File: config.mk
export PLATFORM = sky130hd
export DESIGN_NAME = apb_master_ctrl
export DESIGN_NICKNAME = d
export VERILOG_FILES = /design/src/rtl/apb_master_ctrl.sv
export SDC_FILE = /design/constraint.sdc
export NUM_CORES = 1
export LEC_CHECK = 0
export CAP_MARGIN = 20
export CORE_MARGIN = 2
export CORE_UTILIZATION = 56
export CTS_CLUSTER_DIAMETER = 120
export DETAILED_ROUTE_END_ITERATION = 7
export DONT_BUFFER_PORTS = 1
export GPL_TIMING_DRIVEN = 0
export PLACE_DENSITY = 0.71
export SETUP_SLACK_MARGIN = 0.3
export SYNTH_ARGS = -nofsm -noshare
export SYNTH_HDL_FRONTEND = slang
export SYNTH_SLANG_ARGS = --single-unit
File: constraint.sdc
create_clock -name pclk -period 2.6 [get_ports pclk]
set_input_delay 0.52 -clock pclk [delete_from_list [all_inputs] [get_ports pclk]]
set_output_delay 0.52 -clock pclk [all_outputs]
set_load 0.1 [all_outputs]
File: src/rtl/apb_master_ctrl.sv
// apb_master_ctrl: queued APB master. Commands enter a small FIFO and are
// issued as APB transfers; every finished transfer produces a one-cycle
// response pulse on rsp_valid.
// Optional feature macro: APB_MASTER_TIMEOUT_EN. When defined, an ACCESS
// phase that sees no pready for TIMEOUT cycles is aborted and reported as an
// error with rsp_timeout set. When undefined, ACCESS waits indefinitely.
//
// state  | meaning
// IDLE   | no transfer; pops the FIFO head as soon as one is queued
// SETUP  | address phase, psel=1 penable=0
// ACCESS | data phase, psel=1 penable=1, waiting for pready (or timeout)
module apb_master_ctrl #(
    parameter int ADDR_W    = 32,
    parameter int DATA_W    = 32,
    parameter int CMD_DEPTH = 4,
    parameter int TIMEOUT   = 16
) (
    input  logic              pclk,
    input  logic              preset,
    input  logic              cmd_valid,
    output logic              cmd_ready,
    input  logic              cmd_write,
    input  logic [ADDR_W-1:0] cmd_addr,
    input  logic [DATA_W-1:0] cmd_wdata,
    output logic              rsp_valid,
    output logic [DATA_W-1:0] rsp_rdata,
    output logic              rsp_err,
    output logic              rsp_timeout,
    output logic              busy,
    output logic              psel,
    output logic              penable,
    output logic              pwrite,
    output logic [ADDR_W-1:0] paddr,
    output logic [DATA_W-1:0] pwdata,
    input  logic [DATA_W-1:0] prdata,
    input  logic              pready,
    input  logic              pslverr
);

    localparam int PTR_W = $clog2(CMD_DEPTH);
    localparam int CNT_W = PTR_W + 1;
    localparam int ENT_W = 1 + ADDR_W + DATA_W;

    if (CMD_DEPTH < 2 || (CMD_DEPTH & (CMD_DEPTH - 1)) != 0 || TIMEOUT < 2) begin : g_param_check
        $error("apb_master_ctrl: CMD_DEPTH must be a power of 2 >= 2 and TIMEOUT >= 2");
    end

    typedef enum logic [1:0] {
        ST_IDLE   = 2'd0,
        ST_SETUP  = 2'd1,
        ST_ACCESS = 2'd2
    } state_t;

    state_t state, state_nxt;

    logic [ENT_W-1:0] fifo_mem [CMD_DEPTH];
    logic [PTR_W-1:0] wr_ptr, rd_ptr;
    logic [CNT_W-1:0] count, count_nxt;
    logic             push, pop, fifo_empty;
    logic             done_ok, done_to, tmo_hit;

    assign push       = cmd_valid && cmd_ready;
    assign fifo_empty = (count == '0);
    assign count_nxt  = count + CNT_W'(push) - CNT_W'(pop);
    assign busy       = !fifo_empty || (state != ST_IDLE);
    assign psel       = (state != ST_IDLE);
    assign penable    = (state == ST_ACCESS);

    // Command storage; no reset needed because count gates every read.
    always_ff @(posedge pclk) begin
        if (push) fifo_mem[wr_ptr] <= {cmd_write, cmd_addr, cmd_wdata};
    end

    // FIFO pointers, occupancy and the registered ready flag.
    always_ff @(posedge pclk) begin
        if (preset) begin
            wr_ptr    <= '0;
            rd_ptr    <= '0;
            count     <= '0;
            cmd_ready <= 1'b0;
        end else begin
            if (push) wr_ptr <= wr_ptr + PTR_W'(1);
            if (pop)  rd_ptr <= rd_ptr + PTR_W'(1);
            count     <= count_nxt;
            cmd_ready <= (count_nxt != CNT_W'(CMD_DEPTH));
        end
    end

    // FSM state register.
    always_ff @(posedge pclk) begin
        if (preset) state <= ST_IDLE;
        else        state <= state_nxt;
    end

    // Next state, FIFO pop and completion decode; back-to-back skips IDLE.
    always_comb begin
        state_nxt = state;
        pop       = 1'b0;
        done_ok   = 1'b0;
        done_to   = 1'b0;
        case (state)
            ST_IDLE: begin
                if (!fifo_empty) begin
                    pop       = 1'b1;
                    state_nxt = ST_SETUP;
                end
            end
            ST_SETUP: state_nxt = ST_ACCESS;
            ST_ACCESS: begin
                if (pready)       done_ok = 1'b1;
                else if (tmo_hit) done_to = 1'b1;
                if (pready || tmo_hit) begin
                    if (!fifo_empty) begin
                        pop       = 1'b1;
                        state_nxt = ST_SETUP;
                    end else begin
                        state_nxt = ST_IDLE;
                    end
                end
            end
            default: state_nxt = ST_IDLE;
        endcase
    end

    // APB address/data are captured at pop and held through ACCESS.
    always_ff @(posedge pclk) begin
        if (preset) begin
            pwrite <= 1'b0;
            paddr  <= '0;
            pwdata <= '0;
        end else if (pop) begin
            {pwrite, paddr, pwdata} <= fifo_mem[rd_ptr];
        end
    end

    // Response pulse; data/error hold their last value between pulses.
    always_ff @(posedge pclk) begin
        if (preset) begin
            rsp_valid <= 1'b0;
            rsp_rdata <= '0;
            rsp_err   <= 1'b0;
        end else begin
            rsp_valid <= done_ok || done_to;
            if (done_ok) begin
                rsp_rdata <= pwrite ? '0 : prdata;
                rsp_err   <= pslverr;
            end else if (done_to) begin
                rsp_rdata <= '0;
                rsp_err   <= 1'b1;
            end
        end
    end

`ifdef APB_MASTER_TIMEOUT_EN
    localparam int TMO_W = $clog2(TIMEOUT);

    logic [TMO_W-1:0] tmo_cnt;
    logic             rsp_tmo_q;

    // Down-counter loaded in SETUP; reaching zero in ACCESS means TIMEOUT
    // ACCESS cycles have passed without pready.
    always_ff @(posedge pclk) begin
        if (preset) begin
            tmo_cnt   <= '0;
            rsp_tmo_q <= 1'b0;
        end else begin
            if (state == ST_SETUP)
                tmo_cnt <= TMO_W'(TIMEOUT - 1);
            else if (state == ST_ACCESS && tmo_cnt != '0)
                tmo_cnt <= tmo_cnt - TMO_W'(1);
            if (done_ok)      rsp_tmo_q <= 1'b0;
            else if (done_to) rsp_tmo_q <= 1'b1;
        end
    end

    assign tmo_hit     = (tmo_cnt == '0);
    assign rsp_timeout = rsp_tmo_q;
`else
    assign tmo_hit     = 1'b0;
    assign rsp_timeout = 1'b0;
`endif

endmodule

# Word level (Yosys, flattened, before mapping)
# Memory sizes are Yosys's and may differ from the RTL's. A register that Yosys moved wholly into a read port is not among the register bits.
# Cells that the tools add are included.
dict set report totals {
  regBits 44
  ramBits 260
  input_bits 102
  out_inout_bits 104
  elab_cells 39
  n_memories 1
}
dict set report op_classes {
  addsub 4
  eq_ne 5
  muxes 14
  n_reduce_logical 7
}
# memory depth word_bits read_ports rd_ports_with_merged_regs write_ports line
set memory_table {}
lappend memory_table {fifo_mem 4 65 1 1 1 56} ;# logic [ENT_W-1:0] fifo_mem [CMD_DEPTH];
# op n
set op_table {}
lappend op_table {{$mux W32} 2}
lappend op_table {{$mux W1} 8}
lappend op_table {{$pmux W2 S3} 1}
lappend op_table {{$add A2 B1 Y2 const B} 2}
lappend op_table {{$mux W2} 2}
lappend op_table {{$add A3 B1 Y3} 1}
lappend op_table {{$logic_not A3 Y1} 1}
lappend op_table {{$ne A3 B3 Y1 const B} 1}
lappend op_table {{$sub A3 B1 Y3} 1}
lappend op_table {{$eq A2 B1 Y1 const B} 1}
lappend op_table {{$eq A2 B2 Y1 const B} 1}
lappend op_table {{$logic_not A2 Y1} 1}
lappend op_table {{$ne A2 B1 Y1 const B} 1}
lappend op_table {{$ne A2 B2 Y1 const B} 1}
lappend op_table {{$pmux W1 S2} 1}
lappend op_table {{$reduce_and A2 Y1} 1}
lappend op_table {{$reduce_bool A2 Y1} 1}
lappend op_table {{$logic_and A1 B1 Y1} 1}
lappend op_table {{$logic_not A1 Y1} 1}
lappend op_table {{$logic_or A1 B1 Y1} 1}

# Logic depth before layout (Yosys ltp)
# Gate-level depths: netlist of run 1.
dict set report depth {
  word_depth 6
  ltp_mapped 11
  depth_no_buf 10
}

# Worst setup path after synthesis of run 1
# No wires, ideal clock.
dict set report synth_timing {
  kind {register -> register}
  startpoint {reg cmd_ready}
  endpoint {mem fifo_mem[0][0] (netlist bit) (enable)}
  setup_ps 430
  t_arrival_ps 2715
  t_required_ps 2170
  slack_ps -546
  path_stages_with_launch 2
  n_path_buf 0
  synth_period_minus_slack_ps 3146
  path_cell_list {dfxtp_1 > and3_1}
}
dict set report synth_via {
  elab_chain_len 3
}
# item line
set synth_lines {}
lappend synth_lines {{start: declaration} 21} ;# output logic cmd_ready,
lappend synth_lines {{start signal: assignment} 85} ;# cmd_ready <= (count_nxt != CNT_W'(CMD_DEPTH));
lappend synth_lines {{$logic_and A1 B1 Y1} 62} ;# assign push = cmd_valid && cmd_ready;
lappend synth_lines {{$mux W1} 71} ;# if (push) fifo_mem[wr_ptr] <= {cmd_write, cmd_addr, cmd_wdata};
lappend synth_lines {{$mux W1 (implied by the code)} 71}
lappend synth_lines {{end: declaration} 56}
# Every way passes these cells.

# Worst setup path in the final report of run 1
dict set report layout_timing {
  startpoint {reg state[1]}
  endpoint {reg count[2]}
}
dict set report layout_via {
  elab_chain_len 3
  word_cells_on_any_way 4
  cone_classes {add/sub (1); eq/ne (1); mux (1); reduce/logical (1)}
}
# item line
set layout_lines {}
lappend layout_lines {{start: declaration} 54} ;# state_t state, state_nxt;
lappend layout_lines {{start signal: assignment} 92} ;# else state <= state_nxt;
lappend layout_lines {{$eq A2 B2 Y1 / $logic_not A2 Y1 (equally long branches)} 101} ;# case (state)
lappend layout_lines {{$pmux W1 S2 *} 101}
lappend layout_lines {{net pop} 59} ;# logic push, pop, fifo_empty;
lappend layout_lines {{$sub A3 B1 Y3 *} 64} ;# assign count_nxt = count + CNT_W'(push) - CNT_W'(pop);
lappend layout_lines {{end signal: assignment} 84} ;# count <= count_nxt;
lappend layout_lines {{end: declaration} 58} ;# logic [CNT_W-1:0] count, count_nxt;
# The timed path passes the listed nets; every way through them passes the cells marked *.
# A chain may end at the register's enable or synchronous reset.

==> out/results.env, run 1 <==
MOSTFREQUENTLAYOUTCELLS='edfxtp_1, dfxtp_1, mux4_2, nand2b_1, o2bb2ai_1'
YOSYS_WARNINGS=0
YS_SEQ_AREA_FRAC=0.747
SYNTH_NETS=805
CRIT_PATH_END_KIND='register'
CTS_BUFFER_DEPTH=3
SETUP_TNS_NS=0
NFILLCELLS=1605
SYNTH_AREA_UM2=13400
GRT_PASS1_VIAS=6918
CTS_NUM_SINKS=369
DPL_WORST_SLACK_NS=-0.0694
MET1_ROUTED_LENGTH_UM=9800
PORT_BUFFERS=0
N_ANTENNA_CELL=0
TRACK_USAGE=0.205
POST_SYNTH_NUM_CELL_TYPES=34
ROUTED.TOP_LAYER='met4'
POSTLAYOUTCELLAREA_UM2=15200
HTREE_NUM_LEVELS=2
CLOCK_TRANSITION_TIME_AT_THE_FLIP_FLOP_CLOCK_PINS_OF_THE_WORST_SETUP_AND_HOLD_PATHS_NS=0.06
MAX_CLOCK_FREQ_GHz=0.449
SETUP_VIOL=0
SYNTH_FF_TYPE='edfxtp_1'
SYNTH.LARGEST_AREA_CELL='edfxtp_1'
MULTI_INPUT_AREA_UM2=3180
DRT_WL_TOTAL_UM=25800
SETUP_WS_NS=0.371
SYN_TO_FINAL_GROWTH_PCT=13.9
NUMBER_OF_CLOCK_BUFFERS_INSERTED_BY_TRITONCTS=38
CRIT_REQUIRED_NS=2.98
FP.DIEW_UM=159
POWER_DENSITY_nW_PER_UM2=1330
FINISH.NET_COUNT=856
GRT_OVERFLOW=0
DRTANTENNAVIOLNETS=0
WORST_SLEW_PIN_SLEW_NS=1.13
IR_WORST_VDD_uV=635
MAX_CAP_CHECK_VIOLATION_COUNT=0
POWER_FRAC_SEQ=0.574
FINAL-HOLD-VIOLATION-COUNT=0
WL_MET3_UM=1980
WL_MET2_UM=13300
DRT_ITER0_MARKERS=401
TYPE_OF_THE_SETUP_PATH_WITH_THE_LEAST_SLACK='reg2reg'
POWER.INTERNAL_mW=11.9
ANTENNA_FOUND_INITIAL=0
FINALCRITPERIODSHARE=0.857
TIMING.FINAL.MAX_SLEW_VIOLATIONS=0
NUMBER_OF_REMAINING_DRC_ERRORS=0
RSZ_0062_RAISED_AFTER_GLOBAL_ROUTING='false'
COMBPWRFRAC=0.172
GRT_FIRST_PASS_WIRELENGTH_UM=38100
DRTPASS1ITERATIONS=4
POST_ROUTE_CELLS_DRIVE_ABOVE_1_SHARE=0.246
PLACEMENTROWS=56
TIMING.HOLD.WORST.CLASS='in2reg'
POWER.STATIC_LEAKAGE_nW=4.92
CRITICAL_PATH_PEAK_FANOUT=5
FLOORPLAN.IO_PINS=206
P_SW_FRAC=0.414
CORE_REGION_AREA_UM2=23500
PLACE_CONGESTION=0.716
PLACED_CELLS=1019
POSTPLACECELLAREA_UM2=13900
CHIP_HEIGHT_UM=159
VIASPERCELL=5.91
DIEAREA_UM2=25100
ARRIVAL_NS=2.61
POWER.SHARE.CLOCK=0.253
DETAILROUTE.VIA_COUNT=6466
FINAL-INSTANCE-COUNT-EXCL-FILL=1095
POWER.NET_SWITCHING_mW=8.40
AVGROUTEDWIREPERCELL_UM=23.6
SYNTH.TOP_CELLS.BY_AREA='edfxtp_1, dfxtp_1, mux4_2'
PERIOD_MINUS_SLACK_NS=2.23
CTS.HOLD.BUFFERS_ADDED=0
FF_LATCH_AREA_UM2=10000
FINAL.SETUP_SKEW_NS=0.0111
SYNTHESIS.AREA_PER_INSTANCE_UM2=19.2
WORSTSKEWPAIRLATENCY_NS=0.52
GRT_START_MAX_NET_PINS=39
TRITONCTS='built'
SYN_INST=696
SYNTH-EDFF-COUNT=260
WORSTSETUPSTARTPOINTTYPE='register'
ROOT_BUFFER_MASTER='clkbuf_16'
FINISH.UTILIZATION=0.649
INITIAL_UTILIZATION=0.570
DETAILEDPLACEMENTHPWL_UM=16400
SYNTH_ASYNC_SR_FLOP_SHARE=0
SYNTH_TOP_CELL_AREA_SHARE=0.584
LAYOUT.CELLS.MOST_COMMON='edfxtp_1'
STATUS='completed'
SLEW-LIMIT-HEADROOM=0.247
FFS_LATCHES_SYNTH=369
[metal layers]
layer	track usage	vias to the layer above
li1	-	2885
met1	0.240	3310
met2	0.360	215
met3	0.0610	56
met4	0.0768	0
met5	0	-
[timing repair]
item,in CTS,in global routing
endpoints found under the setup margin,36,2
pin swaps,7,3
gates resized for setup,19,4
gates cloned,0,0
setup buffers,6,1
[critical path, stage by stage, from the launching register on]
cell and delay, ns:
dfxtp_2 0.35, nor2b_4 0.15, nor3_4 0.20, clkbuf_8 0.16
ha_4 0.18, inv_2 0.07, ha_4 0.14, inv_2 0.03
fa_2 0.34, xnor2_2 0.16, xnor2_2 0.15, nor2b_2 0.16
[worst paths after layout]
| kind | startpoint | slack [ns] | depth (start not counted) | to |
|---|---|---|---|---|
| min reg2reg | wr_ptr[1] | 0.53 | 2 | wr_ptr[1] |
| min | cmd_wdata[17] | 0.09 | 0 | fifo_mem[2][17] |
| max | state[1] | 0.37 | 11 | count[2] |
| max reg2reg | state[1] | 0.37 | 11 | count[2] |
[cells by family after synthesis]
group                      count (synthesis)  share of synthesized area
DFF                                      369                      0.747
AOI/OAI and AO/OA                        103                     0.0661
and+or+nand+nor                           94                     0.0445
muxes                                     67                      0.111
buffers and inverters                     52                     0.0220
adders and majority gates                  7                    0.00711
xor gates and xnor gates                   3                    0.00197
other                                      1                   0.000280
[state kept, by name, summed over array words and instances, names as in the netlist]
signal / flops
cmd_ready: 1
count: 3
fifo_mem: 260
paddr: 32
pwdata: 32
pwrite: 1
rd_ptr: 2
rsp_err: 1
rsp_rdata: 32
rsp_valid: 1
state: 2
wr_ptr: 2
[power by group through the flow]
stage	combinational (mW)	clock [mW]	sequential, mW
after global placement	3.16	0	11.7
after floorplan	2.56	0	11.5
after detailed placement	3.29	0	11.7
after CTS	3.48	5.24	11.7
final	3.49	5.13	11.6
after global routing	3.79	5.46	11.7
[Yosys cell counts, types with 3 or more instances]
library cell / n
edfxtp_1: 260
dfxtp_1: 109
mux4_2: 65
nand2b_1: 65
o2bb2ai_1: 65
a22o_1: 32
buf_2: 24
clkbuf_1: 14
nor2_1: 8
ha_1: 6
inv_1: 6
a21oi_1: 4
and3_1: 4
nand2_1: 4
buf_12: 3
buf_4: 3
nor2b_1: 3
xnor2_1: 3
[final cells by class]
cell class,instances,share of cell area
clock inverters,17,0.00986
flip-flops and latches,369,0.657
multi-input cells,275,0.209
clock buffers,52,0.0685
repair buffers,11,0.00969
plain buffers,46,0.0185
well taps,319,0.0262
inverters,6,0.00173
[through the flow]
stage               total power [mW]  hold WS, ns
floorplan                       14.1        0.469
CTS                             20.4       0.0733
detailed placement              15.0        0.505
global route                    21.0       0.0752
finish                          20.3       0.0944
global placement                14.9        0.477
(Power assumes the default switching activity.)
==> inputs of run 2 (changes only) <==
CORE_UTILIZATION = 62   (was 56)
PLACE_DENSITY = 0.75   (was 0.71)
clock period = 2.2 ns   (was 2.6 ns; I/O delays follow)
==> run 2 against run 1 <==
Against the previous run:
- setup slack worse by 0.33 ns
- critical path type unchanged
- first-iteration DRC count fell by 33%
- largest power group unchanged
- sequential power is 20% higher
- clock power is 18% higher
- combinational power is 25% higher
- hold slack got worse by 0.070 ns
==> out/results.env, run 2 (same netlist as run 1, synthesis figures left out) <==
P_SW_FRAC=0.410  # -0.00414
FLOORPLAN.IO_PINS=206  # unchanged
POWER_FRAC_SEQ=0.571  # -0.003
TYPE_OF_THE_SETUP_PATH_WITH_THE_LEAST_SLACK='reg2reg'
NUMBER_OF_CLOCK_BUFFERS_INSERTED_BY_TRITONCTS=37  # -2.6%
TRITONCTS='built'
MINIMUM_SETUP_SLACK_AMONG_REG_TO_REG_PATHS_NS=0.04  # -0.33 ns
PLACE_CONGESTION=0.733  # +2.4%
LARGEST_REGISTER='fifo_mem'
COMBPWRFRAC=0.180  # +0.008
GRT_FIRST_PASS_WIRELENGTH_UM=38400  # +0.58%
AVGROUTEDWIREPERCELL_UM=23.8  # +0.81%
GRT_START_MAX_NET_PINS=66  # +69%
MAX_CAP_CHECK_VIOLATION_COUNT=0  # unchanged
POST_ROUTE_CELLS_DRIVE_ABOVE_1_SHARE=0.358  # +0.112
WORSTSETUPSTARTPOINTTYPE='register'
PLACEMENTROWS=53  # -5.4%
DRTPASS1ITERATIONS=5  # +1
FINAL.SETUP_SKEW_NS=0.0151  # +0.00395 ns
PERIOD_MINUS_SLACK_NS=2.16  # -0.0703 ns
POST-LAYOUT-TOTAL-POWER_mW=24.3  # +20%
FINALCRITPERIODSHARE=0.981  # +0.124
WORSTSKEWPAIRLATENCY_NS=0.52  # about the same
CLOCK_TRANSITION_TIME_AT_THE_FLIP_FLOP_CLOCK_PINS_OF_THE_WORST_SETUP_AND_HOLD_PATHS_NS=0.07  # about the same
POWER.STATIC_LEAKAGE_nW=5.21  # +5.7%
MOSTFREQUENTLAYOUTCELLS='edfxtp_1, dfxtp_2, mux4_2, nand2b_1, o2bb2ai_1'
TIMING.HOLD.WORST.CLASS='in2reg'
DRT_WL_TOTAL_UM=26300  # +1.8%
FINISH.UTILIZATION=0.752  # +0.104
DRTANTENNAVIOLNETS=0  # unchanged
R2R_WORST_PATH_DEPTH=11  # unchanged
HTREE_NUM_LEVELS=2  # unchanged
MAX_CLOCK_FREQ_GHz=0.463  # +3.3%
POWER.INTERNAL_mW=14.4  # +21%
RSZ_0062_RAISED_AFTER_GLOBAL_ROUTING='true'
SLEW-LIMIT-HEADROOM=0.280  # +0.0332
CRIT-REG2REG-LAUNCH='state[1]'
PORT_BUFFERS=0  # unchanged
WORSTREG2REGEND='count[2]'
STATUS='completed'
GRT_PASS1_VIAS=7065  # +2.1%
IR_WORST_VDD_uV=920  # +45%
VIASPERCELL=6.07  # +2.8%
TIMING.FINAL.MAX_SLEW_VIOLATIONS=0  # unchanged
GRT_OVERFLOW=0  # unchanged
FINISH.NET_COUNT=910  # +6.3%
FP.DIEW_UM=151  # -4.8%
TRACK_USAGE=0.227  # +0.0216
DETAILEDPLACEMENTHPWL_UM=15200  # -7.3%
DETAILROUTE.VIA_COUNT=6713  # +3.8%
INITIAL_UTILIZATION=0.634  # +0.0644
CRITICAL_PATH_PEAK_FANOUT=2  # -3
LARGEST_REGISTER_FFS=260  # unchanged
WORST_SLEW_PIN_SLEW_NS=1.08  # -0.0483 ns
CRIT_PATH_END_KIND='register'
STARTPOINT='state[1]'
TIMING.CRITICAL_PATH.TO='count[2]'
ROOT_BUFFER_MASTER='clkbuf_16'
DIEAREA_UM2=22800  # -9.4%
POWER.NET_SWITCHING_mW=9.98  # +19%
NUMBER_OF_REMAINING_DRC_ERRORS=0  # unchanged
CORE_REGION_AREA_UM2=21100  # -10%
FINAL-HOLD-VIOLATION-COUNT=0  # unchanged
CTS_NUM_SINKS=369  # unchanged
SYN_TO_FINAL_GROWTH_PCT=18.7
ARRIVAL_NS=2.54  # -0.07 ns
HOLD_PATH_DEPTH=0  # unchanged
CHIP_HEIGHT_UM=151  # -4.8%
DRT_ITER0_MARKERS=270  # -33%
POWER.SHARE.CLOCK=0.249  # -0.004
POWER_DENSITY_nW_PER_UM2=1530  # +15%
LAYOUT.CELLS.MOST_COMMON='edfxtp_1'
CTS_BUFFER_DEPTH=3  # unchanged
ANTENNA_FOUND_INITIAL=1  # +1
SETUP_VIOL=0  # unchanged
CRIT_REQUIRED_NS=2.58  # -0.40 ns
==> run 2: worst min-delay path by stage <==
stage	startpoint	slack (ns)	end
2_1_floorplan	wr_ptr[1]	0.47	wr_ptr[1]
3_3_place_gp	wr_ptr[1]	0.48	wr_ptr[1]
3_5_place_dp	wr_ptr[1]	0.50	wr_ptr[1]
4_1_cts	cmd_wdata[23]	0.000004	fifo_mem[2][23]
5_1_grt	cmd_wdata[17]	0.0005	fifo_mem[2][17]
6_report	cmd_wdata[17]	0.02	fifo_mem[2][17]
==> run 2: through the flow <==
stage	hold WS [ns]	setup slack (ns)	cells	TNS, ns	cell area [µm²]
5_1_grt	0.000455	-0.0564	1106	-0.0931	15900
6_report	0.0243	0.0410	1106	0	15900
3_3_place_gp	0.478	-0.203	971	-0.385	13800
3_5_place_dp	0.504	-0.268	971	-0.528	13800
4_1_cts	0.00000375	0.0231	1079	0	15600
2_1_floorplan	0.469	0.0470	696	0	13500
==> run 2: power groups by stage <==
stage | combinational [mW] | sequential, mW | clock (mW)
floorplan | 3.14 | 13.6 | 0
global placement | 3.82 | 13.8 | 0
detailed placement | 3.96 | 13.9 | 0
CTS | 4.29 | 13.9 | 6.16
global route | 4.72 | 14.0 | 6.45
finish | 4.37 | 13.9 | 6.06
==> run 2: timing repair <==
item / in CTS / in global routing
pin swaps: 13 / 3
setup endpoints to repair: 395 / 334
buffers inserted: 11 / 2
hold buffers: 29 / 21
resized for setup: 117 / 19
cloned: 0 / 3
hold endpoints to repair: 97 / 52
==> run 2: final cells by class <==
type                    instances  area (µm²)
diodes                          1        2.50
plain buffers                  46         313
clock buffers                  57        1110
clock inverters                11        87.6
fillers                      1171        5220
inverters                       6        26.3
multi-input cells             275        3210
flip-flops and latches        369       10100
well taps                     275         344
repair buffers                 66         643
==> run 2: worst max-delay path, cell delays in order (launching register included) <==
cell	delay, ns
dfxtp_4	0.34
nor2b_4	0.13
nor3_4	0.20
clkbuf_8	0.17
ha_4	0.19
inv_2	0.06
ha_4	0.11
inv_2	0.03
fa_2	0.34
xnor2_2	0.16
xnor2_2	0.15
nor2b_2	0.15
==> run 2: routing by layer <==
metal  vias to the layer above  wire length, µm  track usage
met1                      3415             9660        0.264
met5                         -                0            0
met2                       254            13700        0.397
li1                       2997                -            -
met3                        47             2310       0.0765
met4                         0              595       0.0771
==> inputs of run 3 (changes only) <==
TNS_END_PERCENT = 30   (was default)
==> run 3 against run 2 <==
Against the previous run:
- the run now ends with setup timing left
- clock power fell by 2%
- die area unchanged
- global-route usage shrank 0.38 points
- utilization is 1.8 points lower
- clock skew up 0.0066 ns
- non-clock buffer count is 39 lower
- largest power group unchanged
- via count down 1.4%
- first-iteration DRC count grew 24%
==> out/results.env, run 3 (same netlist as run 1, synthesis figures left out) <==
PERIOD_MINUS_SLACK_NS=2.22  # +0.0574 ns
ARRIVAL_NS=2.60  # +0.06 ns
MOSTFREQUENTLAYOUTCELLS='edfxtp_1, dfxtp_2, mux4_2, nand2b_1, o2bb2ai_1'
CTS_NUM_SINKS=369  # unchanged
WORSTHOLDENDPOINT='fifo_mem[2][63]'
TIMING.HOLD.WORST.CLASS='in2reg'
PLACEMENTROWS=53  # unchanged
CTS_BUFFER_DEPTH=3  # unchanged
GRT_FIRST_PASS_WIRELENGTH_UM=38000  # -1.0%
GRT_PASS1_VIAS=6942  # -1.7%
NUMBER_OF_REMAINING_DRC_ERRORS=0  # unchanged
TIMING.FINAL.MAX_SLEW_VIOLATIONS=0  # unchanged
POST-LAYOUT-TOTAL-POWER_mW=24.3  # -0.21%
RSZ_0062_RAISED_AFTER_GLOBAL_ROUTING='true'
SETUP_WS_NS=-0.0164  # -0.0574 ns
ROOT_BUFFER_MASTER='clkbuf_16'
SLEW-LIMIT-HEADROOM=0.538  # +0.257
CRIT_PATH_END_KIND='register'
DRT_ITER0_MARKERS=334  # +24%
INITIAL_UTILIZATION=0.634  # unchanged
FINAL-HOLD-VIOLATION-COUNT=0  # unchanged
POST_ROUTE_CELLS_DRIVE_ABOVE_1_SHARE=0.373  # +0.0151
MAX_CAP_CHECK_VIOLATION_COUNT=0  # unchanged
CRITICAL-PATH-SLOWEST-CELL='dfxtp_4'
POWER_DENSITY_nW_PER_UM2=1570  # +2.3%
TRITONCTS='built'
LAYOUT.CELLS.MOST_COMMON='edfxtp_1'
DRTANTENNAVIOLNETS=0  # unchanged
STATUS='complete, but fails checks'
LARGEST_REGISTER='fifo_mem'
CHIP_HEIGHT_UM=151  # unchanged
N_ANTENNA_CELL=0  # -1
HOLD_PATH_DEPTH=0  # unchanged
DRT_WL_TOTAL_UM=26800  # +1.9%
AVGROUTEDWIREPERCELL_UM=25.1  # +5.7%
VIASPERCELL=6.21  # +2.3%
DRTPASS1ITERATIONS=4  # -1
FINISH.NET_COUNT=873  # -4.1%
CRIT_FAMILY='adder cells'
CORE_REGION_AREA_UM2=21100  # unchanged
FINALCRITPERIODSHARE=1.01  # +0.0261
FLOORPLAN.IO_PINS=206  # unchanged
DIEAREA_UM2=22800  # unchanged
HTREE_NUM_LEVELS=2  # unchanged
POWER.STATIC_LEAKAGE_nW=5.04  # -3.2%
MAX_CLOCK_FREQ_GHz=0.451  # -2.6%
CRIT_REQUIRED_NS=2.58  # about the same
R2R_WORST_PATH_DEPTH=11  # unchanged
WORST-PATH-BUF-INV=3  # unchanged
FP.DIEW_UM=151  # unchanged
ANTENNA_FOUND_INITIAL=0  # -1
TYPE_OF_THE_SETUP_PATH_WITH_THE_LEAST_SLACK='reg2reg'
NUMBER_OF_CLOCK_BUFFERS_INSERTED_BY_TRITONCTS=37  # unchanged
TRACK_USAGE=0.223  # -0.00377
CRITPATHMAXSTAGEDELAY_NS=0.37  # +0.03 ns
CRITICAL_PATH_PEAK_FANOUT=3  # +1
WORST_SLEW_PIN_SLEW_NS=0.692  # -0.387 ns
IR_WORST_VDD_uV=826  # -10%
WORST_HOLD_STARTPOINT='cmd_addr[31]'
WORSTSKEWPAIRLATENCY_NS=0.51  # about the same
CP_CELL_SEQUENCE='nor3_4 > nor3_4 > clkbuf_8 > ha_4 > inv_2 > ha_4 > inv_2 > fa_2 > xnor2_2 > xnor2_2 > nor2b_1'
GRT_START_MAX_NET_PINS=66  # unchanged
GRT_OVERFLOW=0  # unchanged
SYN_TO_FINAL_GROWTH_PCT=15.7
PORT_BUFFERS=0  # unchanged
PLACE_CONGESTION=0.749  # +2.3%
LARGEST_REGISTER_FFS=260  # unchanged
DPL_WORST_SLACK_NS=-0.237  # +0.0309 ns
FINAL.SETUP_SKEW_NS=0.0217  # +0.00663 ns
DETAILROUTE.VIA_COUNT=6620  # -1.4%
WORSTSETUPSTARTPOINTTYPE='register'
SETUP_VIOL=2  # +2
CRIT-REG2REG-LAUNCH='count[1]'
FAILING_CHECKS='setup timing'
DETAILEDPLACEMENTHPWL_UM=15900  # +5.2%
WORSTREG2REGEND='count[2]'
CLOCK_TRANSITION_TIME_AT_THE_FLIP_FLOP_CLOCK_PINS_OF_THE_WORST_SETUP_AND_HOLD_PATHS_NS=0.06  # about the same
MINIMUM_SETUP_SLACK_AMONG_REG_TO_REG_PATHS_NS=-0.02  # -0.06 ns
-- run 3: changes by cell type in the layout (fill, tap and decap cells not counted), sizes merged, moves of 2 or more --
cell and delta:
inv +2, and3 +2, dlygate4sd3 -39, clkbuf -5
-- run 3: worst max-delay path by stage --
stage	end	depth (start not counted)	from
final	count[2]	11	count[1]
after global placement	fifo_mem[3][56]	1	cmd_ready
after floorplan	count[2]	11	count[2]
after detailed placement	cmd_ready	11	state[0]
after CTS	cmd_ready	11	count[0]
after global routing	cmd_ready	11	count[1]
-- run 3: what timing repair did --
action                     CTS  global route
pin swaps                    9            10
setup endpoints to repair  267           284
setup buffers               10             4
cloned                       0             2
hold endpoints to repair     0            24
gates resized for setup     18           118
hold buffers                 0            11
-- run 3: per-layer routing --
metal | vias up | GRT usage | share of wire
li1 | 2916 | - | -
met1 | 3412 | 0.263 | 0.37
met4 | 0 | 0.0673 | 0.020
met5 | - | 0 | 0
met3 | 43 | 0.0759 | 0.092
met2 | 249 | 0.390 | 0.52
-- run 3: report_power, final --
group / switching, mW / internal (mW) / leakage [nW]
Sequential: 5.23 / 8.70 / 3.29
Combinational: 2.34 / 2.05 / 1.18
Clock: 2.46 / 3.50 / 0.565
Total: 10.0 / 14.3 / 5.04
-- run 3: worst register-to-register path: stages (launching register included) --
cell and delay [ns]:
dfxtp_4 0.37, nor3_4 0.26, nor3_4 0.08, clkbuf_8 0.15, ha_4 0.21, inv_2 0.07
ha_4 0.12, inv_2 0.03, fa_2 0.36, xnor2_2 0.16, xnor2_2 0.14, nor2b_1 0.13
-- run 3: through the flow --
| stage | utilization | hold WS (ns) | setup TNS (ns) | cells | cell area (µm²) |
|---|---|---|---|---|---|
| detailed placement | 0.657 | 0.515 | -5.28 | 973 | 13900 |
| floorplan | - | 0.469 | 0 | 696 | 13400 |
| CTS | 0.718 | 0.000531 | 0 | 1049 | 15100 |
| global route | 0.734 | -0.00440 | -0.212 | 1066 | 15500 |
| finish | 0.734 | 0.0193 | -0.0322 | 1066 | 15500 |
| global placement | 0.654 | 0.477 | -45.66 | 971 | 13800 |
-- run 3: layout make-up --
| cell class | instances | area, µm² |
|---|---|---|
| inverter | 6 | 26.3 |
| fill | 1235 | 5610 |
| multi-input combinational | 277 | 3230 |
| buffer | 46 | 314 |
| timing repair buffer | 27 | 278 |
| clock inverter | 14 | 131 |
| tap | 275 | 344 |
| sequential | 369 | 10100 |
| clock buffer | 52 | 1020 |
